File: config.mk
export PLATFORM = sky130hd
export DESIGN_NAME = doodle_jump_ctrl
export DESIGN_NICKNAME = d
export VERILOG_FILES = /design/src/rtl/doodle_pkg.sv /design/src/rtl/doodle_plat_hit.sv /design/src/rtl/doodle_jump_ctrl.sv
export SDC_FILE = /design/constraint.sdc
export NUM_CORES = 1
export LEC_CHECK = 0
export CAP_MARGIN = 10
export CORE_ASPECT_RATIO = 0.6
export CORE_MARGIN = 10
export CORE_UTILIZATION = 53
export CTS_CLUSTER_DIAMETER = 100
export CTS_CLUSTER_SIZE = 24
export DETAILED_ROUTE_END_ITERATION = 10
export HOLD_SLACK_MARGIN = 0.05
export MAX_ROUTING_LAYER = met4
export PLACE_DENSITY = 0.79
export SYNTH_ARGS = -nofsm -noshare
export SYNTH_HDL_FRONTEND = slang
export SYNTH_SLANG_ARGS = --single-unit
File: constraint.sdc
create_clock -name Clk -period 3.9 [get_ports Clk]
set_input_delay 0.78 -clock Clk [delete_from_list [all_inputs] [get_ports Clk]]
set_output_delay 0.78 -clock Clk [all_outputs]
set_load 0.05 [all_outputs]
File: src/rtl/doodle_pkg.sv
// Shared types and constants for the doodle jump controller.
// DOODLE_WRAP_EN selects horizontal wrap-around instead of edge clamping.
package doodle_pkg;

    typedef enum logic [2:0] {
        S_IDLE,
        S_MOVE,
        S_SCAN,
        S_COMMIT,
        S_OVER
    } ctrl_state_t;

    localparam logic [7:0] KEY_A     = 8'h04;
    localparam logic [7:0] KEY_D     = 8'h07;
    localparam logic [7:0] KEY_SPACE = 8'h2C;

    localparam int W           = 320;
    localparam int H           = 240;
    localparam int SIZE        = 4;
    localparam int X_STEP      = 3;
    localparam int GRAV        = 1;
    localparam int JUMP_V      = 6;
    localparam int VMAX        = 8;
    localparam int N_PLAT      = 8;
    localparam int PLAT_W      = 16;
    localparam int SCROLL_LINE = 80;

    localparam int IDX_W = $clog2(N_PLAT);
    localparam int CNT_W = $clog2(N_PLAT + 1);

endpackage

File: src/rtl/doodle_plat_hit.sv
// Combinational landing test of the doodle box against one platform entry.
// Arithmetic is widened to 12 bits so plat_x + PLAT_W never overflows.
module doodle_plat_hit
    import doodle_pkg::*;
(
    input  logic              [9:0] x,
    input  logic              [9:0] y,
    input  logic signed       [9:0] vy_n,
    input  logic              [9:0] plat_x,
    input  logic              [9:0] plat_y,
    input  logic                    plat_valid,
    output logic                    hit
);

    logic [11:0] bottom;
    logic [11:0] bottom_next;
    logic [11:0] py;
    logic        falling;

    assign falling     = vy_n > 10'sd0;
    assign bottom      = {2'b00, y} + 12'(SIZE);
    // Only meaningful while falling, so vy_n is a plain magnitude here.
    assign bottom_next = bottom + {2'b00, vy_n};
    assign py          = {2'b00, plat_y};

    assign hit = plat_valid && falling
              && (bottom <= py) && (bottom_next >= py)
              && (({2'b00, x} + 12'(SIZE)) > {2'b00, plat_x})
              && ({2'b00, x} < ({2'b00, plat_x} + 12'(PLAT_W)));

endmodule

File: src/rtl/doodle_jump_ctrl.sv
// Per-frame doodle physics: move, platform scan, commit with scroll/score, game over.
// Define DOODLE_WRAP_EN for horizontal wrap-around; default clamps X to the screen.
module doodle_jump_ctrl
    import doodle_pkg::*;
(
    input  logic             Clk,
    input  logic             Reset,
    input  logic             frame_clk,
    input  logic [7:0]       keycode,
    output logic [IDX_W-1:0] plat_idx,
    input  logic [9:0]       plat_x,
    input  logic [9:0]       plat_y,
    input  logic             plat_valid,
    output logic [9:0]       Doodle_X_out,
    output logic [9:0]       Doodle_Y_out,
    output logic [9:0]       scroll_dy,
    output logic             scroll_valid,
    output logic [15:0]      score,
    output logic             game_over
);

    localparam logic [9:0]         X_RST    = 10'((W - SIZE) / 2);
    localparam logic [9:0]         Y_RST    = 10'((H - SIZE) * 2 / 3);
    localparam logic signed [9:0]  VY_JUMP  = 10'(-JUMP_V);
    localparam logic signed [9:0]  VMAX_S   = 10'(VMAX);
    localparam logic signed [11:0] W_S      = 12'(W);
    localparam logic signed [11:0] H_S      = 12'(H);
    localparam logic signed [11:0] XMAX_S   = 12'(W - SIZE);
    localparam logic signed [11:0] SIZE_S   = 12'(SIZE);
    localparam logic signed [11:0] SCROLL_S = 12'(SCROLL_LINE);
    localparam logic [CNT_W-1:0]   CNT_END  = CNT_W'(N_PLAT);
    localparam logic [CNT_W-1:0]   CNT_LAST = CNT_W'(N_PLAT - 1);

    ctrl_state_t state, state_n;

    logic              frame_clk_delayed;
    logic              frame_edge;
    logic [7:0]        key_r;
    logic signed [9:0] vy;
    logic signed [9:0] vy_n;
    logic signed [9:0] vy_inc;
    logic signed [9:0] vy_grav;
    logic [CNT_W-1:0]  scan_cnt;
    logic              landed;
    logic [9:0]        land_y;
    logic              hit;
    logic              scan_hit;
    logic signed [11:0] x_mv;
    logic signed [11:0] x_adj;
    logic signed [11:0] new_y;
    logic signed [11:0] scroll_amt;
    logic [16:0]       score_sum;
    logic              unused_bits;

    assign frame_edge = frame_clk & ~frame_clk_delayed;
    assign game_over  = (state == S_OVER);

    assign vy_inc  = vy + 10'(GRAV);
    assign vy_grav = (vy_inc > VMAX_S) ? VMAX_S : vy_inc;

    always_comb begin
        x_mv = $signed({2'b00, Doodle_X_out});
        if (key_r == KEY_A)
            x_mv = x_mv - 12'(X_STEP);
        else if (key_r == KEY_D)
            x_mv = x_mv + 12'(X_STEP);
        x_adj = x_mv;
`ifdef DOODLE_WRAP_EN
        if (x_mv < 12'sd0)
            x_adj = x_mv + W_S;
        else if (x_mv >= W_S)
            x_adj = x_mv - W_S;
`else
        if (x_mv < 12'sd0)
            x_adj = 12'sd0;
        else if (x_mv > XMAX_S)
            x_adj = XMAX_S;
`endif
    end

    // Entry scan_cnt-1 is on the plat_* inputs; scan_cnt==0 is the issue-only cycle.
    doodle_plat_hit u_hit (
        .x          (Doodle_X_out),
        .y          (Doodle_Y_out),
        .vy_n       (vy_n),
        .plat_x     (plat_x),
        .plat_y     (plat_y),
        .plat_valid (plat_valid),
        .hit        (hit)
    );

    assign scan_hit = (scan_cnt != '0) && hit;

    assign new_y = landed ? ($signed({2'b00, land_y}) - SIZE_S)
                          : ($signed({2'b00, Doodle_Y_out}) + {{2{vy_n[9]}}, vy_n});
    assign scroll_amt = SCROLL_S - new_y;
    assign score_sum  = {1'b0, score} + {7'b0, scroll_amt[9:0]};

    assign unused_bits = ^{x_adj[11:10], scroll_amt[11:10]};

    always_ff @(posedge Clk) begin
        if (Reset)
            state <= S_IDLE;
        else
            state <= state_n;
    end

    always_comb begin
        state_n = state;
        case (state)
            S_IDLE:   if (frame_edge) state_n = S_MOVE;
            S_MOVE:   state_n = S_SCAN;
            S_SCAN:   if (scan_hit || scan_cnt == CNT_END) state_n = S_COMMIT;
            S_COMMIT: state_n = (new_y >= H_S) ? S_OVER : S_IDLE;
            S_OVER:   if (frame_edge && keycode == KEY_SPACE) state_n = S_IDLE;
            default:  state_n = S_IDLE;
        endcase
    end

    always_ff @(posedge Clk) begin
        if (Reset) begin
            frame_clk_delayed <= 1'b0;
            key_r             <= 8'h00;
            Doodle_X_out      <= X_RST;
            Doodle_Y_out      <= Y_RST;
            vy                <= VY_JUMP;
            vy_n              <= 10'sd0;
            scan_cnt          <= '0;
            plat_idx          <= '0;
            landed            <= 1'b0;
            land_y            <= 10'd0;
            scroll_dy         <= 10'd0;
            scroll_valid      <= 1'b0;
            score             <= 16'd0;
        end else begin
            frame_clk_delayed <= frame_clk;
            scroll_valid      <= 1'b0;
            case (state)
                S_IDLE: begin
                    if (frame_edge)
                        key_r <= keycode;
                end
                S_MOVE: begin
                    Doodle_X_out <= x_adj[9:0];
                    vy_n         <= vy_grav;
                    landed       <= 1'b0;
                    scan_cnt     <= '0;
                    plat_idx     <= '0;
                end
                S_SCAN: begin
                    if (scan_hit) begin
                        landed <= 1'b1;
                        land_y <= plat_y;
                    end else if (scan_cnt != CNT_END) begin
                        scan_cnt <= scan_cnt + 1'b1;
                        if (scan_cnt < CNT_LAST)
                            plat_idx <= plat_idx + 1'b1;
                    end
                end
                S_COMMIT: begin
                    vy <= landed ? VY_JUMP : vy_n;
                    // Above the scroll line the world moves instead of the doodle.
                    if (new_y < SCROLL_S) begin
                        Doodle_Y_out <= 10'(SCROLL_LINE);
                        scroll_dy    <= scroll_amt[9:0];
                        scroll_valid <= 1'b1;
                        score        <= score_sum[16] ? 16'hFFFF : score_sum[15:0];
                    end else begin
                        Doodle_Y_out <= new_y[9:0];
                    end
                end
                S_OVER: begin
                    if (frame_edge && keycode == KEY_SPACE) begin
                        Doodle_X_out <= X_RST;
                        Doodle_Y_out <= Y_RST;
                        vy           <= VY_JUMP;
                        score        <= 16'd0;
                        scroll_dy    <= 10'd0;
                        plat_idx     <= '0;
                    end
                end
                default: ;
            endcase
        end
    end

endmodule

# Word-level counts from Yosys, hierarchy flattened
# Cells that the tools add are included.
word_totals:
  rom_bits: 0
  inputBits: 32
  n_memories: 0
  latchBits: 0
  mem_bits_rw: 0
  regBits: 97
classes:
  order_cmp: 11
  mul: 0
  addsub: 13
  bitwise: 3
  n_eq_ne: 17
  div: 0
  shift: 0
  n_reduce_logical: 24
  mux: 36
ops:
  columns: ["operator", "count"]
  rows:
  - ["10-bit two-way mux", 10]
  - ["10-bit one-hot mux with 2 select lines", 4]
  - ["16-bit two-way mux", 3]
  - ["16-bit one-hot mux with 2 select lines", 1]
  - ["11-bit by 10-bit adder with 12-bit output", 2]
  - ["12-bit two-way mux", 2]
  - ["10-bit by 3-bit adder with 11-bit output, second input constant", 2]
  - ["3-bit two-way mux", 7]
  - ["16-bit by 10-bit adder with 17-bit output", 1]
  - ["8-bit by 3-bit equality test with 1-bit output, second input constant", 2]
  - ["3-bit one-hot mux with 5 select lines", 1]
  - ["2-bit inequality test, second input constant", 7]
  - ["12-bit by 10-bit greater-or-equal comparator with 1-bit output", 1]
  - ["12-bit by 9-bit greater-or-equal comparator with 1-bit output, second input constant", 1]
  - ["12-bit by 10-bit greater-than comparator with 1-bit output", 1]
  - ["12-bit by 10-bit greater-than comparator with 1-bit output, second input constant", 1]
  - ["12-bit by 10-bit less-or-equal comparator with 1-bit output", 1]
  - ["10-bit by 12-bit less-than comparator with 1-bit output", 1]
  - ["12-bit by 1-bit less-than comparator with 1-bit output, second input constant", 1]
  - ["12-bit by 8-bit less-than comparator with 1-bit output, second input constant", 1]
  - ["10-bit by 2-bit adder with 11-bit output, second input constant", 1]
  - ["10-bit by 5-bit adder with 11-bit output, second input constant", 1]
  - ["11-bit two-way mux", 1]
  - ["10-bit by 2-bit subtractor with 11-bit output, second input constant", 1]
  - ["32 further kinds", 50]

# Depth between registers and ports, before layout
# Gate-level depths: netlist of the first run.
depth:
  word_depth: 10
  depth_mapped: 21
  mapped_depth_nobuf: 20

# Hierarchy
# Synthesis of the first run repeated with hierarchy kept, for this count alone.
unflattened:
  cells_unflattened: 997
  area_unflattened_um2: 7840.0
by_module_without_submodules:
  columns: ["module", "area_each_um2", "cells_each", "instances"]
  rows:
  - ["doodle_jump_ctrl", 6160.9, 766, 1]
  - ["doodle_plat_hit", 1679.1, 231, 1]

# Least setup slack after synthesis of the first run
# No wires, ideal clock.
synth_path:
  path_type: "register to register"
  from: "reg Doodle_Y_out[0]"
  to: "reg score[0]"
  arrival_ns: 4.265
  synth_period_minus_slack_ns: 4.397
  path_buffers: 1
  stages_incl_launch_ff: 20
  path_slack_ns: -0.497
  cell_sequence: "dfxtp_1 -> ha_1 -> inv_1 -> fa_1 -> xnor2_1 -> mux2i_1 -> or3_1 -> o21ai_1 -> xnor2_1 -> ha_1 -> o21a_1 -> o21ai_0 -> a21oi_1 -> nor2_1 -> o21a_1 -> inv_1 -> nand2_1 -> clkbuf_1 -> nor3b_1 -> a211oi_2"
synth_between:
  elab_chain_len: 7
  elab_cells_between_ends: 10
  cone_classes: "add/sub: 3; order compare: 1; eq/ne: 1; mux: 4; reduce/logical: 1"
synth_lines:
  columns: ["element", "line", "text"]
  rows:
  - ["from (decl)", "doodle_jump_ctrl.sv:15", "output logic [9:0] Doodle_Y_out,"]
  - ["from (signal assigned)", "doodle_jump_ctrl.sv:164", "Doodle_Y_out <= 10'(SCROLL_LINE);"]
  - ["from (signal assigned)", "doodle_jump_ctrl.sv:169", "Doodle_Y_out <= new_y[9:0];"]
  - ["11-bit by 10-bit adder with 12-bit output *", "doodle_jump_ctrl.sv:95", ": ($signed({2'b00, Doodle_Y_out}) + {{2{vy_n[9]}}, vy_n});"]
  - ["12-bit two-way mux *", "doodle_jump_ctrl.sv:94", "assign new_y = landed ? ($signed({2'b00, land_y}) - SIZE_S)"]
  - ["8-bit by 10-bit subtractor with 10-bit output", "doodle_jump_ctrl.sv:96", "assign scroll_amt = SCROLL_S - new_y;"]
  - ["16-bit by 10-bit adder with 17-bit output", "doodle_jump_ctrl.sv:97", "assign score_sum = {1'b0, score} + {7'b0, scroll_amt[9:0]};"]
  - ["16-bit two-way mux", "doodle_jump_ctrl.sv:167", "score <= score_sum[16] ? 16'hFFFF : score_sum[15:0];"]
  - ["16-bit two-way mux", "doodle_jump_ctrl.sv:163", "if (new_y < SCROLL_S) begin"]
  - ["16-bit one-hot mux with 2 select lines", "doodle_jump_ctrl.sv:138", "case (state)"]
  - ["to (signal assigned)", "doodle_jump_ctrl.sv:167", null]
  - ["to (decl)", "doodle_jump_ctrl.sv:18", "output logic [15:0] score,"]
# Every way passes the cells marked *; elsewhere a longest branch is shown, timed or not. The select of a mux whose other input is x is not followed.
# A chain may end at the register's enable or synchronous reset.

# Final worst setup path of the first run
layout_path:
  from: "reg Doodle_Y_out[0]"
  to: "reg score[2]"
# Same word-level chain as after synthesis.

==> Implementation_results.wiki, run 1 <==
{| class="wikitable"
! Metric !! Value
|-
| Maximum vdd drop || around 0.00033 V
|-
| Primary flip-flop cell chosen by synthesis mapping || dfxtp_1
|-
| Mean Syn Cell Area || 8.08 um^2
|-
| Class of the most critical hold timing path || flop to flop
|-
| Max Fanout on Critical Path || 5
|-
| Insertion delay to the later sink of the worst-skew pair || 0.36 ns
|-
| Place WS || -0.0438 ns
|-
| Sequential share of the synthesized area || 24.8%
|-
| Vias in the first global route || 7,239
|-
| CP Capture Point || score[2]
|-
| Count leader, synth || dfxtp_1
|-
| TritonCTS Buffers || 9
|-
| Port bufs || 82
|-
| Register bit count reported by yosys || 97
|-
| Status || finished with violations
|-
| Die area || approximately 20,000 um^2
|-
| # setup viols final || 1
|-
| Height of the die || around 110 um
|-
| Post-synth cell types || 89
|-
| Sum of internal, switching and leakage power || 5.35 mW
|-
| Met1 usage || 36.0%
|-
| Standard-cell row count || 34
|-
| Maximum achievable frequency || 0.254 GHz
|-
| Setup repair after global routing missed its margin || yes
|-
| Instance count of the mapped netlist || 967
|-
| Wire length of the first global-routing pass || between 30 and 40 mm
|-
| Synthesized net count || 1,085
|-
| GPL Wtd Cong || slightly below 1
|-
| Power density of the placed cells || 548 nW/um^2
|-
| Origin of the critical flop-to-flop path || Doodle_Y_out[0]
|-
| Layer carrying the most global-route usage || met1
|-
| Static leakage || 4.04 nW
|-
| Critical Setup Path Class || flop to flop
|-
| Via count || 7,986
|-
| Cells on worst reg2reg path || 21
|-
| TritonRoute pass-1 iters || 5
|-
| Effective utilization at floorplan || 54.0%
|-
| Startpoint type of the worst setup path || flop
|-
| Maximum root-to-sink buffer count || 2
|-
| Internal Pwr Total || 2.95 mW
|-
| Number of standard cells in the final layout excluding fillers || 1,280
|-
| Post-detailed-routing wire length || roughly 25 mm
|-
| Max cap viols || 0
|-
| Half-perimeter wire length of the detailed placement result || 18.7 mm
|-
| Synthesized cell area || between 7000 and 8000 um^2
|-
| Worst hold margin || 0.480 ns
|-
| Cell type with the largest total area after synthesis || dfxtp_1
|-
| Die extent in x || between 150 and 200 um
|-
| Sink count of the clock tree || 97
|-
| Net switching power || 2.40 mW
|-
| Top cells by area in the synthesized netlist || dfxtp_1, ha_1, xnor2_1, nor2_1, nand3_1
|-
| Power share of the clock group || 17.1%
|-
| Antenna violations before repair || 0
|-
| Required time at the worst-slack endpoint || around 4.2 ns
|-
| Worst reg2reg setup slack || -0.03 ns
|-
| Share of power burned in registers || around 23%
|-
| Diode insertion count for antenna repair || 0
|-
| Number of nets with antenna violations after routing || 0
|-
| Minimum clock period || 3.93 ns
|-
| CTS clk-pin slew, worst paths || 0.07 ns
|-
| Grt total ovfl || 0
|-
| Worst reg2reg endpoint || score[2]
|-
| Global router's overall resource usage || between 20% and 30%
|-
| Maximum level of the CTS H-tree || 3
|-
| Final period utilization || 101%
|-
| Number of design-rule violations left by the first detailed-router iteration || 905
|-
| Average detailed-routed wire length per instance || 19.8 um
|-
| Worst Clk Skew || between 0.01 and 0.015 ns
|-
| Warning count from the yosys run || 0
|-
| Cells after DPL || 1,248
|-
| Number of buffers inserted by hold repair at cts || 0
|-
| Clock tree root driver cell || clkbuf_16
|-
| Net Sw Frac || 44.9%
|-
| CORE AREA || 14,500 um^2
|-
| Transition time at the pin with the least slew margin || 0.737 ns
|-
| Synthesis-to-finish area growth || 24.9%
|-
| Clock tree from TritonCTS || yes
|-
| Share of synthesized registers carrying an async set or reset || 0%
|-
| Final Worst Setup Slack || -0.0343 ns
|-
| Met2 usage in global routing || between 30% and 40%
|-
| Area share of the largest cell type after synthesis || between 20% and 30%
|-
| Largest net degree at the start of global routing || 41
|-
| Proportion of power drawn by combinational gates || 59.7%
|-
| Via-per-instance ratio || 6.24
|-
| Rel. slew slack || 50.7%
|-
| Slew Limit Fails || 0
|-
| Global routing met3 resource utilization || 6.46%
|-
| Number of enable-type register cells in the synthesized netlist || 0
|-
| Sort of element at the end of the critical path || flop
|-
| Boundary pin count || 83
|-
| Total DRC errors in the routed layout || 0
|-
| Fill cell total of the finished layout || 1,184
|-
| Final Hold Vio Count || 0
|-
| Cell types with the highest counts after synthesis || dfxtp_1, nor2_1, ha_1
|-
| Violations in the final reports || negative setup slack
|-
| Fraction of final layout cells sized beyond drive strength 1 || about 14%
|-
| Fin nets || 1,195
|-
| CP arrival || 4.22 ns
|-
| Start point of the critical path || Doodle_Y_out[0]
|}
==> power by group through the flow <==
stage,logic (mW),clock network (mW),registers (mW)
6_report,3.19,0.917,1.24
5_1_grt,3.44,0.947,1.25
4_1_cts,2.73,0.913,1.23
3_5_place_dp,2.63,0,1.25
3_3_place_gp,2.60,0,1.24
2_1_floorplan,1.90,0,1.25
==> how the worst min path moves through the flow <==
| stage | startpoint | endpoint | slack (ns) | depth (start not counted) |
|---|---|---|---|---|
| detailed placement | scroll_dy[1] | scroll_dy[1] | 0.47 | 2 |
| floorplan | land_y[1] | land_y[1] | 0.45 | 2 |
| global placement | scroll_dy[1] | scroll_dy[1] | 0.46 | 2 |
| global route | scroll_dy[7] | scroll_dy[7] | 0.50 | 2 |
| CTS | scroll_dy[1] | scroll_dy[1] | 0.48 | 2 |
| finish | scroll_dy[9] | scroll_dy[9] | 0.48 | 2 |
==> final cells by class <==
class                           count  area [um^2]  area share (%)
Timing Repair Buffer              138         1280            13.1
Sequential cell                    97         1960            20.1
Multi-Input combinational cell    771         5750            58.9
Inverter                           60          225            2.31
Tap cell                          198          248            2.54
Clock buffer                       11          233            2.38
Clock inverter                      5         65.1           0.666
==> worst max-delay path, stage by stage, from the launching register on <==
cell	delay [ns]
dfxtp_4	0.37
ha_4	0.15
inv_1	0.06
fa_2	0.51
inv_1	0.06
mux2_4	0.28
inv_1	0.07
ha_2	0.17
nand3b_1	0.15
a21oi_2	0.25
xnor2_2	0.11
ha_2	0.33
o21a_1	0.16
o21ai_2	0.09
a21oi_2	0.13
nor2_1	0.08
o21a_1	0.22
inv_2	0.14
nand2_4	0.09
buf_4	0.15
a21o_1	0.15
a21oi_1	0.15
==> sequential cells by signal (all words and copies together), names as in the netlist, 3 cells and up <==
signal	flops
vy	10
Doodle_X_out	10
score	16
Doodle_Y_out	10
scroll_dy	10
key_r	8
state	3
vy_n	10
plat_idx	3
scan_cnt	4
land_y	10
==> metrics by stage <==
step / setup TNS (ns) / area, um^2 / util, %
final: -0.0343 / 9760 / 67.5
after global routing: -1.56 / 9760 / 67.5
after CTS: 0 / 9390 / 64.9
after detailed placement: -0.0747 / 9040 / 62.5
after global placement: 0 / 9040 / 62.5
after floorplan: 0 / 7840 / -
==> metal layers <==
layer | up-vias | routed length [um]
met5 | - | 0
met2 | 417 | 10400
met1 | 3780 | 11900
met4 | 0 | 224
met3 | 26 | 2830
li1 | 3763 | -
==> cells in the final DEF, fill, tap and decap left out, types with 5 or more instances in the layout <==
master,netlist,final
xor2_1,23,22
xnor2_1,39,32
nor2b_1,11,10
clkbuf_16,0,10
a31oi_1,18,17
dfxtp_2,0,7
nor3_1,32,31
nor3b_1,6,5
a211oi_1,9,9
o21ai_0,41,35
a21oi_2,0,5
nor2_1,88,86
o21a_1,17,17
o211ai_1,5,5
or3_1,7,5
mux2i_1,24,24
nand3_1,59,58
inv_1,59,58
a21oi_1,56,51
ha_4,0,5
a211o_1,8,8
and3_1,11,11
ha_2,0,5
ha_1,84,74
o21ai_1,4,8
clkdlybuf4s50_1,0,81
nor4_1,9,9
a21o_1,18,18
xnor2_2,0,7
buf_4,2,53
nand4_1,13,13
nand2b_1,12,12
dfxtp_1,97,87
nand2_1,66,64
==> logic make-up after synthesis <==
family                   synth area share, %
AO/OA/AOI/OAI                           22.2
XOR/XNOR                                6.95
adder cells (fa/ha/maj)                 14.0
buffers and inverters                   5.44
flip-flops                              24.8
multiplexers                            3.22
AND/OR/NAND/NOR                         23.4
==> repair_timing <==
item,4_1_cts,5_1_grt
buffers inserted,2,12
setup endpoints to repair,11,35
cloned,0,2
resized for setup,6,59
pin swaps,3,30
(Power assumes the default switching activity.)
==> run 2: changes to the inputs <==
Settings changed: CORE_MARGIN 10 to 3, CORE_UTILIZATION 53 to 59, DONT_BUFFER_PORTS from default to 1.
==> run 2 against run 1 <==
Net effect:
- the run still ends with negative setup slack left
- hold slack better by 0.020 ns
- clock skew up 0.0016 ns
- register-to-register slack worse by 0.09 ns
- flip-flop and latch count unchanged
- largest power group unchanged
==> Implementation_results.wiki, run 2 (synthesis gave the netlist of run 1 again) <==
{| class="wikitable"
! Metric !! Value
|-
| Largest net degree at the start of global routing || 74
|-
| CP arrival || 4.31 ns
|-
| Proportion of power drawn by combinational gates || approximately three fifths
|-
| Startpoint type of the worst setup path || flop
|-
| Worst hold margin || 0.500 ns
|-
| Antenna violations before repair || 0
|-
| Number of buffers inserted by hold repair at cts || 0
|-
| Aggregate negative setup slack || -0.307 ns
|-
| Required time at the worst-slack endpoint || ~4.2 ns
|-
| Power share of the clock group || 16.3%
|-
| # setup viols final || 5
|-
| Share of power burned in registers || 23.5%
|-
| Global router's overall resource usage || 32.8%
|-
| Effective utilization at floorplan || a little over three fifths
|-
| Clock tree root driver cell || clkbuf_16
|-
| Maximum vdd drop || between 0.0003 and 0.0004 V
|-
| Wire length of the first global-routing pass || about 38 mm
|-
| Standard-cell row count || 31
|-
| Number of nets with antenna violations after routing || 0
|-
| Maximum root-to-sink buffer count || 2
|-
| Net Sw Frac || 46.0%
|-
| Power density of the placed cells || roughly 600 nW/um^2
|-
| Grt total ovfl || 0
|-
| Rel. slew slack || 33.6%
|-
| Sum of internal, switching and leakage power || approximately 5.4 mW
|-
| Maximum cell stage delay along the critical path || 0.53 ns
|-
| CTS clk-pin slew, worst paths || 0.08 ns
|-
| Vias in the first global route || 6,942
|-
| Violations in the final reports || negative setup slack
|-
| Clock tree from TritonCTS || yes
|-
| Post-detailed-routing wire length || roughly 25 mm
|-
| Most common cell after layout, fill and taps aside || dfxtp_1
|-
| Fraction of final layout cells sized beyond drive strength 1 || 16.4%
|-
| TritonRoute pass-1 iters || 5
|-
| Insertion delay to the later sink of the worst-skew pair || around 0.35 ns
|-
| Final period utilization || 103%
|-
| Average detailed-routed wire length per instance || approximately 21 um
|-
| Commonest cells after routing, fill and taps aside || dfxtp_1, nor2_1, ha_1, buf_4, nand2_1
|-
| Height of the die || 95.2 um
|-
| Die area || 14,700 um^2
|-
| Synthesis-to-finish area growth || 14.6%
|-
| Diode insertion count for antenna repair || 0
|-
| Number of design-rule violations left by the first detailed-router iteration || 981
|-
| Minimum clock period || ~4.0 ns
|-
| Maximum achievable frequency || about 0.25 GHz
|-
| Half-perimeter wire length of the detailed placement result || 18.2 mm
|-
| Max cap viols || 0
|-
| TritonCTS Buffers || 9
|-
| CORE AREA || 12,500 um^2
|-
| Highest-delay cell along the critical path || fa_2
|-
| Status || finished with violations
|-
| Die extent in x || between 150 and 200 um
|-
| Via count || between 7,000 and 8,000
|-
| Register name with the most flops || score
|-
| Via-per-instance ratio || 6.61
|-
| Static leakage || 3.82 nW
|-
| Max FFs per register || 16
|-
| Sink count of the clock tree || 97
|-
| Final Hold Vio Count || 0
|-
| Internal Pwr Total || roughly 2.9 mW
|-
| Port bufs || 0
|-
| Critical Setup Path Class || flop to flop
|-
| Combined buffer and inverter count along the critical path || 3
|-
| Fin nets || between 1,000 and 1,500
|-
| Setup repair after global routing missed its margin || yes
|-
| Cells traversed along the worst timing path || ha_4 > inv_2 > fa_2 > inv_2 > mux2_4 > inv_4 > ha_4 > nand3b_1 > a21oi_4 > xnor2_2 > ha_1 > o21a_1 > o21ai_2 > a21oi_1 > o21ai_1 > a21oi_2 > and2_4 > o21ba_4 > a211o_1 > a21oi_2
|-
| Maximum level of the CTS H-tree || 3
|-
| Net switching power || 2.47 mW
|-
| Max Fanout on Critical Path || 4
|-
| Final Worst Setup Slack || -0.123 ns
|-
| GPL Wtd Cong || approximately 1
|-
| Boundary pin count || 83
|-
| Slew Limit Fails || 0
|-
| Transition time at the pin with the least slew margin || 0.995 ns
|-
| Sort of element at the end of the critical path || flop
|-
| Total DRC errors in the routed layout || 0
|-
| Class of the most critical hold timing path || input pin to flop
|-
| Kind of cell adding the most delay to the critical path || compound AO/OA/AOI/OAI gates
|-
| Worst Clk Skew || approximately 0.012 ns
|}
[run 2: cell count changes in the layout (fill, tap and decap cells not counted), moves of 4 or more]
cell / before / now
buf_4: 53 / 67
dfxtp_1: 87 / 91
clkdlybuf4s50_1: 81 / 0
ha_1: 74 / 80
[run 2: timing repair]
action                                  4_1_cts  5_1_grt
pin swaps                                     5       24
endpoints found under the setup margin       14       36
gates resized for setup                       7       54
gates cloned                                  0        1
buffers inserted                              3       11
[run 2: final timing paths]
kind	start	to	slack, ns	depth (start not counted)
max	vy_n[0]	score[11]	-0.12	20
min	Reset	key_r[1]	0.50	1
max reg2reg	vy_n[0]	score[11]	-0.12	20
min reg2reg	key_r[2]	key_r[2]	0.50	2
[run 2: cell type report]
type / instances / area [um^2]
Multi-Input combinational cell: 771 / 5740
Clock buffer: 9 / 225
Sequential cell: 97 / 1950
Timing Repair Buffer: 70 / 546
Tap cell: 165 / 206
Fill cell: 985 / 3530
Inverter: 60 / 228
Clock inverter: 7 / 60.1
[run 2: power by group through the flow]
stage | clock, mW | sequential, mW | combinational, mW
detailed placement | 0 | 1.27 | 2.56
floorplan | 0 | 1.25 | 1.90
CTS | 0.881 | 1.25 | 2.70
finish | 0.876 | 1.26 | 3.24
global placement | 0 | 1.27 | 2.53
global route | 0.918 | 1.27 | 3.47
[run 2: per-stage QoR]
stage | cells | cell area (um^2) | setup slack [ns] | utilization [%]
finish | 1179 | 8960 | -0.123 | 71.7
global route | 1179 | 8960 | -0.165 | 71.7
CTS | 1167 | 8630 | -0.0441 | 69.1
detailed placement | 1148 | 8280 | -0.127 | 66.3
global placement | 1148 | 8280 | 0.0610 | 66.3
floorplan | 967 | 7840 | 0.0119 | -
[run 2: worst reg2reg max path: stages (launching register included)]
cell,delay [ns]
dfxtp_2,0.37
ha_4,0.14
inv_2,0.04
fa_2,0.53
inv_2,0.04
mux2_4,0.30
inv_4,0.07
ha_4,0.13
nand3b_1,0.19
a21oi_4,0.26
xnor2_2,0.16
ha_1,0.29
o21a_1,0.16
o21ai_2,0.21
a21oi_1,0.06
o21ai_1,0.14
a21oi_2,0.09
and2_4,0.17
o21ba_4,0.23
a211o_1,0.26
a21oi_2,0.11
[run 2: per-layer routing]
layer	GRT usage, %	vias up	share of wire, %
met1	49.6	3623	46
met2	43.0	487	39
met4	5.80	0	2.2
li1	-	3618	-
met5	-	-	0
met3	9.34	64	13
==> run 3: changes to the inputs <==
Settings changed: CTS_CLUSTER_DIAMETER 100 to 120.
==> results of run 3 <==
Same layout as run 2: the final DEF is identical, and so are final timing and power.
